**src/rtl/rca4_sequencer.sv**
```systemverilog
// Multi-precision adder controller: one 4-bit ripple-carry slice is reused once per nibble,
// least-significant nibble first, between a valid/ready producer and a valid/ready consumer.
module rca4_sequencer #(
   parameter int unsigned NIBBLES = 4
) (
   input  logic                 clk,
   input  logic                 rst,
   input  logic                 in_valid,
   output logic                 in_ready,
   input  logic [4*NIBBLES-1:0] a,
   input  logic [4*NIBBLES-1:0] b,
   input  logic                 cin,
   output logic                 out_valid,
   input  logic                 out_ready,
   output logic [4*NIBBLES-1:0] sum,
   output logic                 carry_out,
   output logic                 busy
);
   localparam int unsigned W    = 4 * NIBBLES;
   localparam int unsigned IdxW = (NIBBLES > 1) ? $clog2(NIBBLES) : 1;

   typedef enum logic [1:0] {StIdle, StRun, StDone} state_e;

   state_e          state_q, state_d;
   logic [W-1:0]    a_q, a_d, b_q, b_d, s_q, s_d;
   logic            c_q, c_d;
   logic [IdxW-1:0] idx_q, idx_d;

   logic [IdxW+1:0] bit_off;
   logic [3:0]      slice_a, slice_b, slice_s;
   logic [2:0]      lo_sum, hi_sum;
   logic            slice_co, idx_last;

   // Single 4-bit slice built from two 2-bit stages; carry chain passes lo -> hi.
   assign bit_off  = {idx_q, 2'b00};
   assign slice_a  = a_q[bit_off +: 4];
   assign slice_b  = b_q[bit_off +: 4];
   assign lo_sum   = {1'b0, slice_a[1:0]} + {1'b0, slice_b[1:0]} + {2'b00, c_q};
   assign hi_sum   = {1'b0, slice_a[3:2]} + {1'b0, slice_b[3:2]} + {2'b00, lo_sum[2]};
   assign slice_s  = {hi_sum[1:0], lo_sum[1:0]};
   assign slice_co = hi_sum[2];
   assign idx_last = (idx_q == IdxW'(NIBBLES - 1));

   always_comb begin
      state_d = state_q;
      a_d     = a_q;
      b_d     = b_q;
      s_d     = s_q;
      c_d     = c_q;
      idx_d   = idx_q;
      unique case (state_q)
         StIdle: begin
            if (in_valid) begin
               a_d     = a;
               b_d     = b;
               c_d     = cin;
               idx_d   = '0;
               state_d = StRun;
            end
         end
         StRun: begin
            s_d[bit_off +: 4] = slice_s;
            c_d               = slice_co;
            if (idx_last) begin
               state_d = StDone;
            end else begin
               idx_d = idx_q + 1'b1;
            end
         end
         StDone: begin
            if (out_ready) begin
               state_d = StIdle;
            end
         end
         default: state_d = StIdle;
      endcase
   end

   always_ff @(posedge clk or posedge rst) begin
      if (rst) begin
         state_q <= StIdle;
         a_q     <= '0;
         b_q     <= '0;
         s_q     <= '0;
         c_q     <= 1'b0;
         idx_q   <= '0;
      end else begin
         state_q <= state_d;
         a_q     <= a_d;
         b_q     <= b_d;
         s_q     <= s_d;
         c_q     <= c_d;
         idx_q   <= idx_d;
      end
   end

   assign in_ready  = (state_q == StIdle);
   assign out_valid = (state_q == StDone);
   assign busy      = (state_q != StIdle);
   assign sum       = s_q;
   assign carry_out = c_q;
endmodule

```
**config.mk**
```make
export PLATFORM = sky130hd
export DESIGN_NAME = rca4_sequencer
export DESIGN_NICKNAME = d
export VERILOG_FILES = /design/src/rtl/rca4_sequencer.sv
export SDC_FILE = /design/constraint.sdc
export NUM_CORES = 1
export LEC_CHECK = 0
export ABC_AREA = 1
export BUFFER_PORTS_ARGS = -buffer_cell sky130_fd_sc_hd__buf_2
export CORE_UTILIZATION = 25
export DETAILED_ROUTE_END_ITERATION = 7
export SLEW_MARGIN = 20
export SYNTH_ARGS = -nofsm -noshare
export SYNTH_HDL_FRONTEND = slang
export SYNTH_SLANG_ARGS = --single-unit
```
**constraint.sdc**
```tcl
create_clock -name clk -period 3.3 [get_ports clk]
set_input_delay 0 -clock clk [delete_from_list [all_inputs] [get_ports clk]]
set_output_delay 0 -clock clk [all_outputs]
set_load 0.02 [all_outputs]
```
# [Word level (Yosys, flattened, before mapping)]
# Cells that the tools add are included.
[op_classes] addsub=6 n_eq_ne=7 shifts=4 mux=10 n_reduce_logical=7
[op_table] cell="$shiftx A16 B5 Y4" n=2
[op_table] cell="$bwmux W16" n=1
[op_table] cell="$shift A4 B6 Y16 const A" n=1
[op_table] cell="$shiftx A4 B6 Y16" n=1
[op_table] cell="$mux W2" n=5
[op_table] cell="$add A2 B2 Y3" n=2
[op_table] cell="$add A3 B1 Y3" n=2
[op_table] cell="$ne A2 B2 Y1 const B" n=3
[op_table] cell="$neg A4 Y6" n=1
[op_table] cell="$pmux W2 S3" n=1
[op_table] cell="$reduce_and A3 Y1" n=2
[op_table] cell="$eq A2 B2 Y1 const B" n=2
[op_table] cell="$pmux W2 S2" n=1
[op_table] cell="$reduce_and A2 Y1" n=2
[op_table] cell="$reduce_bool A2 Y1" n=2
[op_table] cell="$add A2 B1 Y2 const B" n=1
[op_table] cell="$eq A2 B1 Y1 const B" n=1
[op_table] cell="$logic_not A2 Y1" n=1
[op_table] cell="$ne A2 B1 Y1 const B" n=1
[op_table] cell="$pmux W1 S2" n=1
[op_table] cell="$mux W1" n=1
[word_totals] regBits=53 inputBits=37 out_inout_bits=20 wordCells=40

# [Longest topological paths before layout]
# Gate-level depths: netlist of run 1.
[logic_depth] ltp_word=6 depth_mapped=16 mapped_depth_nobuf=14

# [Worst setup path before layout of run 1]
# Ideal clock, no wire load.
[synth_path] path_type="reg-to-reg" start="register idx_q[0]" end="register s_q[15] (netlist: sum[15])" setup_time_ns=0.116 arrival_ns=2.762 t_required_ns=3.184 path_slack_ns=0.422 stages_incl_launch_ff=16 n_path_buf=2 synth_period_minus_slack_ns=2.878 path_cell_list="dfrtp_1 > buf_2 > inv_2 > buf_2 > o211ai_1 > nand2_1 > fa_1 > inv_1 > fa_1 > fa_1 > inv_1 > fa_1 > nand3_1 > inv_1 > nand2_1 > nand2_1"
[synth_via] elab_chain_len=6 word_cells_on_any_way=10 cone_classes="add/sub: 5; shift: 4; mux: 1"
[synth_rtl] element="start, declared" line="27" source="logic [IdxW-1:0] idx_q, idx_d;"
[synth_rtl] element="start signal, assigned" line="93" source="idx_q <= idx_d;"
[synth_rtl] element="$shiftx A16 B5 Y4, on equally long branches" line="36, 37"
[synth_rtl] element="$add A2 B2 Y3" line="38" source="assign lo_sum = {1'b0, slice_a[1:0]} + {1'b0, slice_b[1:0]} + {2'b00, c_q};"
[synth_rtl] element="$add A3 B1 Y3" line="38"
[synth_rtl] element="$add A3 B1 Y3" line="39" source="assign hi_sum = {1'b0, slice_a[3:2]} + {1'b0, slice_b[3:2]} + {2'b00, lo_sum[2]};"
[synth_rtl] element="$shiftx A4 B6 Y16" line="62" source="s_d[bit_off +: 4] = slice_s;"
[synth_rtl] element="$bwmux W16 (*)" line="62"
[synth_rtl] element="end signal, assigned" line="84" source="s_q <= '0;"
[synth_rtl] element="end signal, assigned" line="91" source="s_q <= s_d;"
[synth_rtl] element="end, declared" line="25" source="logic [W-1:0] a_q, a_d, b_q, b_d, s_q, s_d;"
# Mark *: on every way between the ends. The rest lies on a longest branch, timed or not.
# A chain may end at the register's enable or synchronous reset.

# [Final worst setup path of run 1]
# Same ends and word-level chain as after synthesis.

==> results.yml, run 1 <==
cts:
  clock_sinks: 53
  cts.path.max_buffers: 2
  cts-root-buf: "clkbuf_8"
  clk-insertion-delay-late_ps: 300
  cts_tree: "yes"
  hold_buffers: 34
  clkTransAtPathRegs_ps: 100
  numCtsBuffers: 5
  cts_resized: 0
  postCtsSetupBuffers: 0
  h-tree-depth: 2
timing:
  fin_crit_sh: 0.894
  clock_skew_ps: 7.39
  whs_ps: 222
  period_needed_ps: 2950
  hold_viol: 0
  rsz0062_at_grt: "no"
  max_freq_mhz: 339
  slew_violations: 0
  slew_headroom: 0.383
  setup_viol: 0
  tightest_slew_ps: 925
  totalNegativeSetupSlack_ps: 0
logic_synthesis:
  seq_area_frac_synth: 0.491
  yosysWarnings: 0
  ys_seq_elements: 53
  syn_avg_cell_area_um2: 7.88
  synth_nets: 390
  synthesis.area_um2: 2700
  synthCells: 343
  synth_cell_types: 21
placement:
  io_buffer_count: 56
  place_inst: 523
  place_area_um2: 3100
  routabilityCongestion: 0.786
  hpwl_mm: 4.75
final_layout:
  final_common_cell: "nand2_1"
  drive_gt1_frac: 0.179
  finalNetCount: 476
  fin_cells: 566
  final_cell_mix: "148 x nand2_1, 56 x buf_2, 55 x nand3_1"
  fill_cells: 1108
  num_antenna_cells: 0
  stdcell_area_um2: 3560
  areaGrowthSynthToFinish_pct: 31.7
pwr:
  max-vdd-ir-drop_mv: 0.286
  leakage_nw: 1.92
  powerDensity_nw_per_um2: 939
  total_power_mw: 3.34
worst_setup_path:
  required_ps: 3500
  path_class: "register to register"
  cp_max_fo: 10
  arrival_ps: 3150
  cp-end-kind: "register"
  max_stage_delay_ps: 490
  rrSetupSlack_ps: 350
  path_cells: "buf_4, o21ai_0, nand2_1, nand2_1, fa_1, inv_1, fa_1, fa_1, inv_1, fa_1, nand3_1, inv_1, nand2_1, nand2_1"
  critPathLaunchType: "register"
  critical_path.slowest_cell: "dfrtp_1"
die:
  coreArea_um2: 10400
  ios: 57
  die_area_um2: 11200
  die_width_um: 106
  die_y_um: 106
  start_util: 0.260
  rows: 37
global_routing:
  grt_max_degree: 54
  grt_pass1_vias: 2399
  grt_pass1_wl_mm: 11.5
  antenna_found_initial: 0
  overflow: 0
  track_usage: 0.127
route:
  drt_pass1_iterations: 4
  wl_met3_um: 234
  drt-met1-wl_mm: 3.38
  drc_errors: 0
  via_count: 2409
  dr_wl_met2_mm: 2.82
  wire_per_inst_um: 11.5
  viasPerCell: 4.26
  finalWirelength_mm: 6.49
  maxUsedRoutingLayer: "met4"
  ant_nets: 0
  dr.first_iter.drc_count: 135
outcome:
  outcome: "complete, no violations"
hold_path:
  hp-class: "input port to register"
flow_run:
  cap_viol_max_count: 0
==> metrics by stage <==
| stage | setup WS [ps] | util |
|---|---|---|
| 6_report | 349 | 0.342 |
| 5_1_grt | 141 | 0.342 |
| 4_1_cts | 309 | 0.341 |
| 3_5_place_dp | 347 | 0.297 |
| 3_3_place_gp | 427 | 0.297 |
| 2_1_floorplan | 422 | - |
==> routing by layer <==
layer / vias to the layer above / GRT usage
li1: 1251 / -
met1: 1101 / 0.185
met2: 50 / 0.194
met3: 7 / 0.0233
met4: 0 / 0.0298
met5: - / 0
==> sequential cells by signal (all words and copies together), names as in the netlist <==
| name | flops |
|---|---|
| state_q | 2 |
| b_q | 16 |
| a_q | 16 |
| idx_q | 2 |
| sum | 16 |
| carry_out | 1 |
==> logic make-up (layout without fill, tap and decap cells) <==
logic type,after synthesis,after routing,synth area share
buffers and inverters,43,130,0.0699
AND/OR/NAND/NOR,222,222,0.350
flip-flops,53,53,0.491
adder cells (fa/ha/maj),10,10,0.0574
AO/OA/AOI/OAI,15,15,0.0319
==> worst max-delay path, delay by kind of cell (launching register included) <==
family	cells	cell delay, ps
flip-flops	1	490
AO/OA/AOI/OAI	1	160
buffers and inverters	4	390
adder cells (fa/ha/maj)	4	1420
AND/OR/NAND/NOR	5	360
==> synth_stat cells (all sizes together) <==
library cell / n / area, um2
nand2: 150 / 573
nand3: 56 / 285
dfrtp: 53 / 1330
inv: 26 / 97.6
buf: 14 / 80.1
nor2: 14 / 76.3
o21ai: 10 / 50.1
ha: 6 / 75.1
fa: 4 / 80.1
o211ai: 4 / 30.0
clkbuf: 2 / 7.51
nand4: 2 / 12.5
clkinv: 1 / 3.75
o22ai: 1 / 6.26
==> path summary, 6_finish.rpt <==
kind | from | to | cells after the start
hold / removal | in_valid | b_q[13] | 3
setup / recovery | idx_q[0] | sum[15] | 14
hold reg to reg | b_q[12] | b_q[12] | 2
min in group asynchronous | rst | sum[9] | 3
setup reg to reg | idx_q[0] | sum[15] | 14
max in group asynchronous | rst | sum[15] | 3
==> power by group <==
part	internal, mW	switching [mW]
clock	0.228	0.213
combinational	0.632	1.15
sequential	0.924	0.200
total	1.78	1.56
==> layout make-up <==
type                            count  area [um2]  area share
Sequential cell                    53        1330       0.373
Multi-Input combinational cell    247        1190       0.334
Timing Repair Buffer               95         661       0.186
Tap cell                          136         170      0.0478
Inverter                           27         103      0.0288
Clock buffer                        6        72.6      0.0204
Clock inverter                      2        38.8      0.0109
Power figures use the tool's default switching activity.
==> run 2, diff against run 1 <==
- ABC_AREA: 1 -> not set
==> results.yml, run 2 <==
outcome:
  outcome: "complete, no violations"
final_layout:
  drive_gt1_frac: 0.428
  fill_cells: 1044
  finalNetCount: 322
  final_cell_mix: "56 x buf_2, 53 x dfrtp_1, 34 x mux2_2, 34 x dlygate4sd3_1"
  final_common_cell: "buf_2"
  num_antenna_cells: 0
  fin_cells: 412
  areaGrowthSynthToFinish_pct: 33.4
cts:
  cts_tree: "yes"
  cts.path.max_buffers: 2
  clk-insertion-delay-late_ps: 310
  postCtsSetupBuffers: 0
  clock_sinks: 53
  h-tree-depth: 2
  cts_resized: 0
  numCtsBuffers: 5
  cts-root-buf: "clkbuf_8"
  clkTransAtPathRegs_ps: 100
logic_synthesis:
  syn_avg_cell_area_um2: 14.5
  synth_cell_types: 32
  yosysMostFrequentCell: "dfrtp_1"
  synth_ff_type: "dfrtp_1"
  yosysWarnings: 0
  synth_edf_count: 0
  async_flop_share: 1.00
  synthCells: 181
  synthesis.area_um2: 2630
  seq_area_frac_synth: 0.505
  yosysTopAreaCell: "dfrtp_1"
  synth_nets: 228
  synth.top_cells.by_count: "53 x dfrtp_1, 34 x mux2_2, 13 x inv_1"
  ys_seq_elements: 53
  synth_top_area_frac: 0.505
  synth_area_leaders: "dfrtp_1 50%, mux2_2 15%, mux4_2 6.9%"
global_routing:
  antenna_found_initial: 0
  grt_pass1_wl_mm: 10.2
  grt_pass1_vias: 1946
  grt_max_degree: 33
  overflow: 0
  track_usage: 0.119
placement:
  io_buffer_count: 56
  place_ws_ps: 277
  hpwl_mm: 4.33
  place_inst: 370
  routabilityCongestion: 0.712
worst_setup_path:
  path_class: "register to register"
  cp-end-kind: "register"
  arrival_ps: 3210
  crit_buf_inv: 2
  path_common_cell: "fa_1"
  critPathLaunchType: "register"
  required_ps: 3510
  cp_max_fo: 5
  critPathTopFamily: "adder cells"
  max_stage_delay_ps: 550
  worstRegToRegCells: 9
  critical_path.slowest_cell: "mux4_2"
  r2r_start: "idx_q[0]"
  path_cells: "mux4_2, fa_1, inv_1, fa_1, fa_1, inv_1, fa_1, and4b_1, mux2_2"
  rrSetupSlack_ps: 290
  r2r_end: "sum[7]"
timing:
  setup_viol: 0
  fin_ws_ps: 294
  period_needed_ps: 3010
  fin_crit_sh: 0.911
  whs_ps: 26.1
  slew_violations: 0
  rsz0062_at_grt: "no"
  totalNegativeSetupSlack_ps: 0
  hold_viol: 0
  clock_skew_ps: 10.3
  slew_headroom: 0.581
  tightest_slew_ps: 628
  max_freq_mhz: 333
route:
  via_count: 1820
  dr.first_iter.drc_count: 61
  wire_per_inst_um: 14.3
  ant_nets: 0
  drt_pass1_iterations: 4
  drc_errors: 0
  finalWirelength_mm: 5.91
  viasPerCell: 4.42
hold_path:
  hold_path_depth: 3
  hp-class: "input port to register"
  holdPathEnd: "carry_out"
  hold_start: "cin"
die:
  coreArea_um2: 10300
  ios: 57
  die_area_um2: 10900
  die_y_um: 105
  die_width_um: 105
  start_util: 0.256
  rows: 37
pwr:
  leakage_nw: 1.61
  max-vdd-ir-drop_mv: 0.382
  powerDensity_nw_per_um2: 991
flow_run:
  cap_viol_max_count: 0
[run 2: changes by cell type after synthesis, moves of 8 or more]
cell | before | now
nand3_1 | 55 | 0
nor2b_1 | 0 | 8
inv_1 | 24 | 13
nand2_1 | 148 | 0
a32o_1 | 0 | 12
mux4_2 | 0 | 8
o21ai_0 | 10 | 0
nor2_1 | 10 | 0
mux2_2 | 0 | 34
[run 2: power by group]
part	internal [mW]	leakage [nW]	switching [mW]
Sequential	0.950	0.656	0.225
Combinational	0.929	0.903	0.924
Clock	0.228	0.0554	0.218
Total	2.11	1.61	1.37
[run 2: kinds of logic after synthesis]
kind of cell | Yosys count | share of synthesized area
flops | 53 | 0.505
simple gates | 34 | 0.104
compound gates | 18 | 0.0643
fa+ha+maj | 10 | 0.0590
buf+inv | 22 | 0.0452
mux | 44 | 0.223
[run 2: layout make-up]
class / instances / area (um2) / share of cell area
clock buffer: 6 / 72.6 / 0.0207
clock inverter: 2 / 38.8 / 0.0111
inverter: 13 / 48.8 / 0.0139
multi-input combinational: 106 / 1180 / 0.337
sequential: 53 / 1330 / 0.378
tap: 136 / 170 / 0.0486
timing repair buffer: 96 / 666 / 0.190
[run 2: routing by layer]
layer,wire (um),global-route usage,part of all wire
met1,2750,0.164,0.47
met2,2790,0.185,0.47
met3,304,0.0288,0.051
met4,66,0.0337,0.011
met5,0,0,0
[run 2: worst reg2reg max path, stage by stage, from the launching register on]
cell and delay (ps):
dfrtp_1 470, mux4_2 550, fa_1 400, inv_1 80, fa_1 190, fa_1 170, inv_1 50, fa_1 530
and4b_1 220, mux2_2 250
[run 2: how the worst max path moves through the flow]
| stage | slack (ps) | cells past startpoint | from | to |
|---|---|---|---|---|
| 5_1_grt | 130 | 9 | idx_q[0] | sum[7] |
| 2_1_floorplan | 320 | 10 | idx_q[0] | sum[7] |
| 3_5_place_dp | 280 | 9 | idx_q[0] | sum[7] |
| 6_report | 290 | 9 | idx_q[0] | sum[7] |
| 4_1_cts | 260 | 9 | idx_q[0] | sum[7] |
| 3_3_place_gp | 330 | 9 | idx_q[0] | sum[7] |
[run 2: through the flow]
step,power [mW],util,instance area (um2)
2_1_floorplan,2.51,-,2630
3_3_place_gp,3.01,0.297,3050
3_5_place_dp,3.06,0.297,3050
4_1_cts,3.54,0.341,3500
5_1_grt,3.78,0.341,3500
6_report,3.47,0.341,3500
[run 2: what timing repair did]
item                                   CTS  global route
endpoints found under the hold margin   62             0
hold buffers                            34             0
setup endpoints to repair                0             0
==> run 3, diff against run 2 <==
- ABC_AREA: not set -> 1
- CORE_UTILIZATION: 25 -> 54
- PLACE_DENSITY: not set -> 0.79
==> results.yml, run 3 (synthesis gave the netlist of run 1 again) <==
global_routing:
  antenna_found_initial: 0
  grt_pass1_wl_mm: 10.4
  grt_max_degree: 54
  track_usage: 0.261
  overflow: 0
  grt_pass1_vias: 2415
timing:
  totalNegativeSetupSlack_ps: 0
  fin_crit_sh: 0.897
  slew_headroom: 0.410
  rsz0062_at_grt: "no"
  whs_ps: 231
  period_needed_ps: 2960
  clock_skew_ps: 8.80
  slew_violations: 0
  setup_viol: 0
  max_freq_mhz: 338
  tightest_slew_ps: 883
  hold_viol: 0
cts:
  cts.path.max_buffers: 2
  h-tree-depth: 2
  cts-root-buf: "clkbuf_8"
  cts_tree: "yes"
  cts_resized: 0
  clk-insertion-delay-late_ps: 320
  postCtsSetupBuffers: 0
  numCtsBuffers: 5
  hold_buffers: 35
  clkTransAtPathRegs_ps: 100
  clock_sinks: 53
die:
  ios: 57
  rows: 25
  die_area_um2: 5290
  coreArea_um2: 4790
  die_y_um: 72.8
  die_width_um: 72.8
  start_util: 0.565
placement:
  routabilityCongestion: 0.875
  place_inst: 453
  hpwl_mm: 3.99
  io_buffer_count: 56
final_layout:
  regArea_um2: 1330
  final_cell_mix: "148 x nand2_1, 56 x buf_2, 55 x nand3_1"
  final_util: 0.725
  final_common_cell: "nand2_1"
  fill_cells: 386
  multi_input_area_um2: 1190
  drive_gt1_frac: 0.179
  areaGrowthSynthToFinish_pct: 28.3
  finalNetCount: 475
  num_antenna_cells: 0
  fin_cells: 496
route:
  viasPerCell: 5.05
  finalWirelength_mm: 6.35
  wire_per_inst_um: 12.8
  drc_errors: 0
  drt_pass1_iterations: 4
  dr.first_iter.drc_count: 101
  ant_nets: 0
  via_count: 2506
worst_setup_path:
  cp-end-kind: "register"
  cp-startpoint: "idx_q[0]"
  arrival_ps: 3170
  cp_max_fo: 16
  worstRegToRegCells: 14
  critPathLaunchType: "register"
  required_ps: 3510
  r2r_start: "idx_q[0]"
  path_class: "register to register"
pwr:
  powerDensity_nw_per_um2: 958
  max-vdd-ir-drop_mv: 0.462
  leakage_nw: 1.92
hold_path:
  hold_path_depth: 3
  hp-class: "input port to register"
  hold_start: "in_valid"
flow_run:
  cap_viol_max_count: 0
outcome:
  outcome: "complete, no violations"
[run 3: cell types whose count changed in the layout (fill, tap and decap cells not counted), sizes merged, moves of 10 or more]
| cell | change |
|---|---|
| inv | +12 |
| nand3 | +56 |
| o21ai | +10 |
| nand2 | +150 |
| mux2 | -36 |
| a32o | -12 |
| nor2 | +14 |
[run 3: final cells by class]
cell class,instances,share of cell area
Tap cell,67,0.0242
Clock buffer,5,0.0198
Sequential cell,53,0.382
Timing Repair Buffer,94,0.188
Clock inverter,3,0.0133
Inverter,27,0.0296
Multi-Input combinational cell,247,0.343
[run 3: where the power goes]
group / leakage (nW) / internal (mW) / switching, mW
Sequential: 0.679 / 0.924 / 0.205
Combinational: 1.18 / 0.620 / 1.13
Clock: 0.0543 / 0.227 / 0.219
Total: 1.92 / 1.77 / 1.55
[run 3: worst paths after layout]
check / slack [ps] / endpoint
min in group asynchronous: 380 / sum[2]
max in group asynchronous: 2400 / b_q[1]
min reg2reg: 480 / sum[6]
max reg2reg: 340 / sum[15]
min: 230 / a_q[6]
max: 340 / sum[15]
[run 3: routing by layer]
layer,share of wire,GRT usage,wire (um)
met5,0,0,0
met4,0.025,0.129,161
met3,0.039,0.0552,250
met2,0.51,0.454,3240
met1,0.43,0.305,2700
[run 3: stage by stage]
stage          setup slack (ps)  cell area, um2  total power [mW]
2_1_floorplan               422            2700              2.43
3_3_place_gp                441            3000              2.78
3_5_place_dp                344            3000              2.85
4_1_cts                     327            3470              3.33
5_1_grt                     104            3470              3.64
6_report                    340            3470              3.32
[run 3: critical path, stage by stage (launching register included)]
cell and delay, ps:
dfrtp_1 550, inv_2 200, nand2_1 110, o211ai_1 80, nand2_1 90, fa_1 170, inv_1 50, fa_1 400
fa_1 430, inv_1 90, fa_1 430, nand3_1 120, inv_1 40, nand2_1 50, nand2_1 40
